File: config.mk
export PLATFORM = sky130hd
export DESIGN_NAME = scene_animator
export DESIGN_NICKNAME = d
export VERILOG_FILES = /design/src/rtl/scene_animator.sv
export SDC_FILE = /design/constraint.sdc
export NUM_CORES = 1
export LEC_CHECK = 0
export ABC_AREA = 1
export CORE_UTILIZATION = 35
export DETAILED_ROUTE_END_ITERATION = 10
export GPL_TIMING_DRIVEN = 0
export HOLD_SLACK_MARGIN = 0.08
export PLACE_DENSITY = 0.66
export SYNTH_ARGS = -nofsm -noshare
export SYNTH_HDL_FRONTEND = slang
export SYNTH_SLANG_ARGS = --single-unit
File: constraint.sdc
create_clock -name clk -period 2.9 [get_ports clk]
set_clock_uncertainty 0.15 [all_clocks]
set_input_delay 0.725 -clock clk [delete_from_list [all_inputs] [get_ports clk]]
set_output_delay 0.725 -clock clk [all_outputs]
set_load 0.05 [all_outputs]
File: src/rtl/scene_animator.sv
// scene_animator: frame-synchronous rotation angle and model index sequencer with ui_in control
module scene_animator #(
    parameter int NUM_MODELS   = 4,
    parameter int MODEL_W      = $clog2(NUM_MODELS),
    parameter int ANGLE_W      = 16,
    parameter int DWELL_FRAMES = 180,
    parameter int DWELL_W      = $clog2(DWELL_FRAMES) + 1,
    parameter int STEP_X       = 7,
    parameter int STEP_Y       = 7,
    parameter int STEP_Z       = 7
) (
    input  logic                      clk,
    input  logic                      rst,
    input  logic                      frame,
    input  logic [7:0]                ctrl,
    output logic signed [ANGLE_W-1:0] angle_x,
    output logic signed [ANGLE_W-1:0] angle_y,
    output logic signed [ANGLE_W-1:0] angle_z,
    output logic [MODEL_W-1:0]        model_select,
    output logic                      model_changed,
    output logic [DWELL_W-1:0]        dwell_count
);
    logic [7:0]         ctrl_q;
    logic               btn_prev;
    logic               pending;
    logic               btn_edge;
    logic               next_req;
    logic               auto_adv;
    logic               advance;
    logic               unused_ctrl;
    logic [ANGLE_W-1:0] step_x;
    logic [ANGLE_W-1:0] step_y;
    logic [ANGLE_W-1:0] step_z;

    assign unused_ctrl = ctrl_q[6];
    assign btn_edge    = ctrl_q[5] & ~btn_prev;
    assign next_req    = pending | btn_edge;
    assign auto_adv    = ctrl_q[4] & ~ctrl_q[0] & (dwell_count == DWELL_W'(DWELL_FRAMES - 1));
    assign advance     = next_req | auto_adv;
    assign step_x      = ANGLE_W'(STEP_X) << ctrl_q[3:2];
    assign step_y      = ANGLE_W'(STEP_Y) << ctrl_q[3:2];
    assign step_z      = ANGLE_W'(STEP_Z) << ctrl_q[3:2];

    // Input capture; the button history is primed during reset so a held button gives no edge
    always_ff @(posedge clk) begin
        ctrl_q   <= ctrl;
        btn_prev <= rst ? ctrl[5] : ctrl_q[5];
        pending  <= rst || frame ? 1'b0 : pending | btn_edge;
    end

    // Angle integration: reset-to-zero beats pause, pause beats direction
    always_ff @(posedge clk) begin
        if (rst) begin
            angle_x <= '0;
            angle_y <= '0;
            angle_z <= '0;
        end else if (frame) begin
            if (ctrl_q[7]) begin
                angle_x <= '0;
                angle_y <= '0;
                angle_z <= '0;
            end else if (!ctrl_q[0]) begin
                angle_x <= ctrl_q[1] ? angle_x - step_x : angle_x + step_x;
                angle_y <= ctrl_q[1] ? angle_y - step_y : angle_y + step_y;
                angle_z <= ctrl_q[1] ? angle_z - step_z : angle_z + step_z;
            end
        end
    end

    // Model sequencing and dwell timing; a manual and an automatic request together still step once
    always_ff @(posedge clk) begin
        if (rst) begin
            model_select  <= '0;
            dwell_count   <= '0;
            model_changed <= 1'b0;
        end else begin
            model_changed <= frame & advance;
            if (frame) begin
                if (advance) begin
                    model_select <= model_select == MODEL_W'(NUM_MODELS - 1) ? '0 : model_select + MODEL_W'(1);
                    dwell_count  <= '0;
                end else if (!ctrl_q[4]) begin
                    dwell_count  <= '0;
                end else if (!ctrl_q[0]) begin
                    dwell_count  <= dwell_count + DWELL_W'(1);
                end
            end
        end
    end
endmodule
==> impl_metrics.json, run 1 <==
{
  "final_hold_viol_count": 0,
  "irDropWorstVdd_mv": 0.3119,
  "fin_cells": 1191,
  "placed_cells": 1174,
  "port_buffers": 68,
  "drt_first_pass_iters": 5,
  "gp_congestion": 0.8604,
  "postRouteAntennaNets": 0,
  "hpwlAfterDp_um": 11460,
  "n_antenna_cell": 0,
  "drive_gt1_share_pct": 8.163,
  "fin_crit_ns": 2.695,
  "rows": 45,
  "critPathMaxFanout": 6,
  "synth_seq_cells": 69,
  "syn_avg_cell_area_um2": 6.234,
  "setup-tns-final_ns": 0,
  "end_kind": "register",
  "min_path_type": "register to register",
  "grt_pass1_vias": 5082,
  "finalNetCount": 1043,
  "synth_warnings": 0,
  "coreArea_um2": 15370,
  "arrival_ns": 2.75,
  "powerDensity_nw_per_um2": 453.7,
  "vias_per_cell": 4.655,
  "die-area_um2": 16450,
  "clk_latency_ns": 0.35,
  "synth_cell_types": 30,
  "die_w_um": 128.3,
  "cp.required_ns": 2.95,
  "cts_tree": "done",
  "grt_setup_unrepaired": "false",
  "place_area_um2": 6524,
  "cap_violations": 0,
  "grt.total_usage_pct": 19.38,
  "area_delta_synth_final_pct": 23.73,
  "post-route-util_pct": 44.91,
  "slew_headroom_pct": 44.26,
  "cts_hold_buf": 0,
  "syn_nets": 961,
  "antenna_found_initial": 0,
  "timing.final.crit_share_pct": 92.92,
  "fmax_mhz": 371.1,
  "cts.sinks": 69,
  "max_slew.worst_pin.slew_ns": 0.8360,
  "syn_area_um2": 5579,
  "finalMaxSlewViolations": 0,
  "totalWireLength_um": 15140,
  "grt_pass1_wl_um": 24560,
  "cts_root_buffer": "clkbuf_16",
  "layout_common_cells": "nand2_1 (314), inv_1 (150), a21oi_1 (72)",
  "syn_inst": 895,
  "setup_viol": 0,
  "design_area_um2": 6903,
  "path_class": "register to register",
  "die_h_um": 128.3,
  "num_io_pins": 71,
  "grt_max_degree": 11,
  "p_leak_nw": 3.366,
  "num_vias": 5544,
  "numCtsBuffers": 9,
  "synth_seq_area_share_pct": 24.76,
  "status": "complete, no violations",
  "grt_overflow": 0,
  "path_clk_slew_ns": 0.06,
  "startpoint_type": "register",
  "drc": 0,
  "final_common_cell": "nand2_1",
  "ctsLongestPathBuffers": 2,
  "start_util_pct": 36.30,
  "htreeDepth": 3,
  "routedWlPerCell_um": 12.71,
  "dr.first_iter.drc_count": 309
}
stage by stage:
step / setup WS [ns] / total power, mW / hold WS, ns
after floorplan: 0.4165 / 1.737 / 0.2691
after global placement: -0.2728 / 1.967 / 0.2852
after detailed placement: -0.2799 / 1.976 / 0.2911
after CTS: 0.01959 / 3.147 / 0.3112
after global routing: 0.02095 / 3.306 / 0.3171
final: 0.2052 / 3.132 / 0.3019
critical path: stages, from the launching register on:
cell,delay (ns)
dfxtp_2,0.39
inv_1,0.10
ha_1,0.23
a21oi_4,0.24
inv_1,0.16
fa_1,0.46
inv_1,0.10
nand3_1,0.07
nand3_1,0.15
a21oi_1,0.10
or2_2,0.28
nand3_1,0.07
a21oi_1,0.06
metal layers:
metal / wire, um / part of all wire, % / GRT usage [%]
met2: 6852 / 45 / 32.27
met1: 7066 / 47 / 23.98
met5: 0 / 0 / 0
met4: 354 / 2.3 / 6.782
met3: 869 / 5.7 / 5.134
report_power, final:
group / switching [mW] / internal [mW] / total (mW)
sequential: 0.0467 / 0.996 / 1.04
combinational: 0.608 / 0.324 / 0.932
clock: 0.430 / 0.727 / 1.16
cells in the mapped netlist, drive strengths merged:
master  instances  area (um^2)
nand4           5        31.28
dfxtp          69         1381
xnor2           4        35.03
o21ai          16        80.08
or2            16        100.1
clkinv          1        3.750
nand3          74        470.5
nor3           13        65.06
fa              3        60.06
xor2            4        35.03
o31ai           2        15.01
o211a           1        10.01
nor2           50        195.2
a21oi          84        469.2
inv           154        578.1
nand3b          7        52.55
buf             5        68.81
and2            2        12.51
clkbuf         12        45.04
nand2         315         1182
ha             52        650.6
o22ai           6        37.54
flip-flops by register name, summed over array words and instances, names as in the netlist:
name	flops
angle_y	16
btn_prev	1
ctrl_q	7
angle_z	16
angle_x	16
dwell_count	9
model_changed	1
model_select	2
pending	1
cell families (layout without fill, tap and decap cells):
family                   Yosys count  count (layout)  share of synthesized area, %
flip-flops                        69              69                         24.76
buffers and inverters            172             257                         12.47
XOR/XNOR                           8               8                         1.256
AO/OA/AOI/OAI                    109             109                         10.97
adder cells (fa/ha/maj)           55              55                         12.74
AND/OR/NAND/NOR                  482             482                         37.81
worst paths after layout:
| check | depth (start not counted) | endpoint | from | slack, ns |
|---|---|---|---|---|
| worst max-delay path | 12 | angle_y[8]$_SDFFE_PP0P_ | ctrl_q[3]$_DFF_P_ | 0.21 |
| worst min-delay path | 2 | btn_prev$_DFF_P_ | ctrl_q[5]$_DFF_P_ | 0.30 |
| worst max register to register | 12 | angle_y[8]$_SDFFE_PP0P_ | ctrl_q[3]$_DFF_P_ | 0.21 |
| worst min register to register | 2 | btn_prev$_DFF_P_ | ctrl_q[5]$_DFF_P_ | 0.30 |
area by class of cell:
cell class | count | area (um^2)
clock buffers | 13 | 270.3
inverters | 155 | 585.6
repair buffers | 71 | 703.2
flip-flops and latches | 69 | 1383
fillers | 1588 | 8468
multi-input cells | 654 | 3553
well taps | 211 | 264.0
plain buffers | 17 | 113.9
clock inverters | 1 | 30.03
repair_timing:
action                                  CTS  global route
gates resized for setup                   4             9
endpoints found under the setup margin   21            22
endpoints found under the hold margin     0             0
pin swaps                                 0             0
buffers inserted                          0             3
Power figures use the tool's default switching activity.
==> run 2, diff against run 1 <==
--- a/config.mk
+++ b/config.mk
@@ -8,9 +8,10 @@
 export ABC_AREA = 1
 export CORE_UTILIZATION = 35
 export DETAILED_ROUTE_END_ITERATION = 10
+export DONT_BUFFER_PORTS = 1
 export GPL_TIMING_DRIVEN = 0
 export HOLD_SLACK_MARGIN = 0.08
-export PLACE_DENSITY = 0.66
+export PLACE_DENSITY = 0.6
 export SYNTH_ARGS = -nofsm -noshare
 export SYNTH_HDL_FRONTEND = slang
 export SYNTH_SLANG_ARGS = --single-unit
==> run 2 against run 1 <==
  * Cell count decreased by 5.9%
  * Sequential power up 14%
  * Die area unchanged
  * Clock power grew 10%
  * Design area shrank 9.9%
  * Worst hold slack lost 0.058 ns
  * Count of clock-buffer cells in the layout is 4 lower
  * Sequential share of layout area increased by 2.2 points
  * Core utilization decreased by 4.4 points
  * Register-to-register slack improved by 0.04 ns
==> impl_metrics.json, run 2 (same netlist as run 1, synthesis figures left out) <==
{
  "end_kind": "register",
  "path_class": "register to register",
  "port_buffers": 0,
  "cpMostUsedCell": "nand2_1",
  "totalWireLength_um": 15090,
  "vias_per_cell": 4.723,
  "path_cells": "inv_1, ha_1, nand2_1, o21ai_0, ha_1, nand2_1, nor2_1, nand3_1, nand2_1, nand2_1, nand2_1, nand2_1, nand3_1, a21oi_1",
  "clk_latency_ns": 0.35,
  "fmax_mhz": 376.0,
  "layout_common_cells": "nand2_1 (314), inv_1 (149), a21oi_1 (72)",
  "irDropWorstVdd_mv": 0.3385,
  "layout_setup_ws_ns": 0.2407,
  "startpoint_type": "register",
  "hold_start": "ctrl[5]",
  "place_ws_ns": -0.2904,
  "rows": 45,
  "crit_slowest_cell": "ha_1",
  "powerDensity_nw_per_um2": 510.0,
  "critPathMaxFanout": 6,
  "area_delta_synth_final_pct": 11.50,
  "grt.total_usage_pct": 19.51,
  "die_w_um": 128.3,
  "drt_first_pass_iters": 5,
  "fin_crit_ns": 2.659,
  "slew_headroom_pct": 52.01,
  "grt_setup_unrepaired": "false",
  "coreArea_um2": 15370,
  "grt_max_degree": 13,
  "n_antenna_cell": 0,
  "numCtsBuffers": 9,
  "max_stage_delay_ns": 0.44,
  "placed_cells": 1106,
  "fin_cells": 1121,
  "dr.first_iter.drc_count": 359,
  "setup_viol": 0,
  "drc": 0,
  "die-area_um2": 16450,
  "timing.final.crit_share_pct": 91.70,
  "antenna_found_initial": 0,
  "cts_tree": "done",
  "top_regs": "angle_x x16, angle_y x16, angle_z x16",
  "cts_root_buffer": "clkbuf_16",
  "grt_pass1_wl_um": 24700,
  "cp.required_ns": 2.96,
  "max_slew.worst_pin.slew_ns": 0.7198,
  "status": "complete, no violations",
  "num_io_pins": 71,
  "post-route-util_pct": 40.47,
  "grt_overflow": 0,
  "finalMaxSlewViolations": 0,
  "p_leak_nw": 3.128,
  "cap_violations": 0,
  "drive_gt1_share_pct": 8.791,
  "die_h_um": 128.3,
  "ctsLongestPathBuffers": 2,
  "cts_hold_buf": 0,
  "min_path_type": "primary input to register",
  "final_common_cell": "nand2_1",
  "crit_start": "ctrl_q[2]$_DFF_P_",
  "cts.sinks": 69,
  "grt_pass1_vias": 4805,
  "postCtsSetupBuffers": 0,
  "whs_ns": 0.2435,
  "postRouteAntennaNets": 0,
  "start_util_pct": 36.30,
  "rr_startpoint": "ctrl_q[2]$_DFF_P_",
  "final_hold_viol_count": 0,
  "path_clk_slew_ns": 0.06,
  "finalNetCount": 972,
  "htreeDepth": 3,
  "num_vias": 5295,
  "arrival_ns": 2.72,
  "hpwlAfterDp_um": 11720,
  "gp_congestion": 0.9021,
  "routedWlPerCell_um": 13.46
}
## run 2: cell count changes in the layout (fill, tap and decap cells not counted), sizes merged
cell,before,now
clkdlybuf4s50,68,0
clkbuf,25,21
buf,8,5
clkinv,1,4
bufinv,1,3
clkinvlp,1,0
inv,153,154
## run 2: layout make-up
cell class | instances | area (um^2)
Buffer | 17 | 113.9
Clock buffer | 9 | 225.2
Clock inverter | 6 | 112.6
Fill cell | 1670 | 9150
Inverter | 155 | 581.8
Multi-Input combinational cell | 654 | 3541
Sequential cell | 69 | 1383
Tap cell | 211 | 264.0
## run 2: per-stage QoR
step / power [mW] / TNS [ns] / instance area (um^2)
3_5_place_dp: 1.899 / -3.367 / 5843
5_1_grt: 3.352 / 0 / 6221
4_1_cts: 3.199 / 0 / 6206
6_report: 3.172 / 0 / 6221
3_3_place_gp: 1.893 / -3.766 / 5843
2_1_floorplan: 1.737 / 0 / 5579
## run 2: worst max-delay path, delay by kind of cell, from the launching register on
family / cells / cell delay [ns]
compound gates: 2 / 0.26
flops: 1 / 0.41
fa+ha+maj: 2 / 0.74
buf+inv: 1 / 0.11
simple gates: 9 / 0.87
## run 2: routing by layer
metal / wire [um] / up-vias / GRT usage (%)
met3: 1009 / 13 / 5.718
met1: 7282 / 2327 / 25.73
met2: 6616 / 104 / 30.49
met4: 186 / 0 / 5.952
li1: - / 2851 / -
met5: 0 / - / 0
## run 2: worst paths after layout
check	end	slack (ns)	cells after the start
setup / recovery	angle_x[15]$_SDFFE_PP0P_	0.24	14
hold reg to reg	btn_prev$_DFF_P_	0.30	2
setup reg to reg	angle_x[15]$_SDFFE_PP0P_	0.24	14
hold / removal	ctrl_q[5]$_DFF_P_	0.24	0
## run 2: timing repair
action | CTS | global route
pin swaps | 0 | 0
cloned | 0 | 0
gates resized for setup | 5 | 6
setup endpoints to repair | 21 | 25
## run 2: where the power goes
part	switching, mW	leakage (nW)	internal, mW	total (mW)
logic	0.454	2.40	0.249	0.703
clock network	0.448	0.165	0.836	1.28
registers	0.190	0.564	0.995	1.19
total	1.09	3.13	2.08	3.17
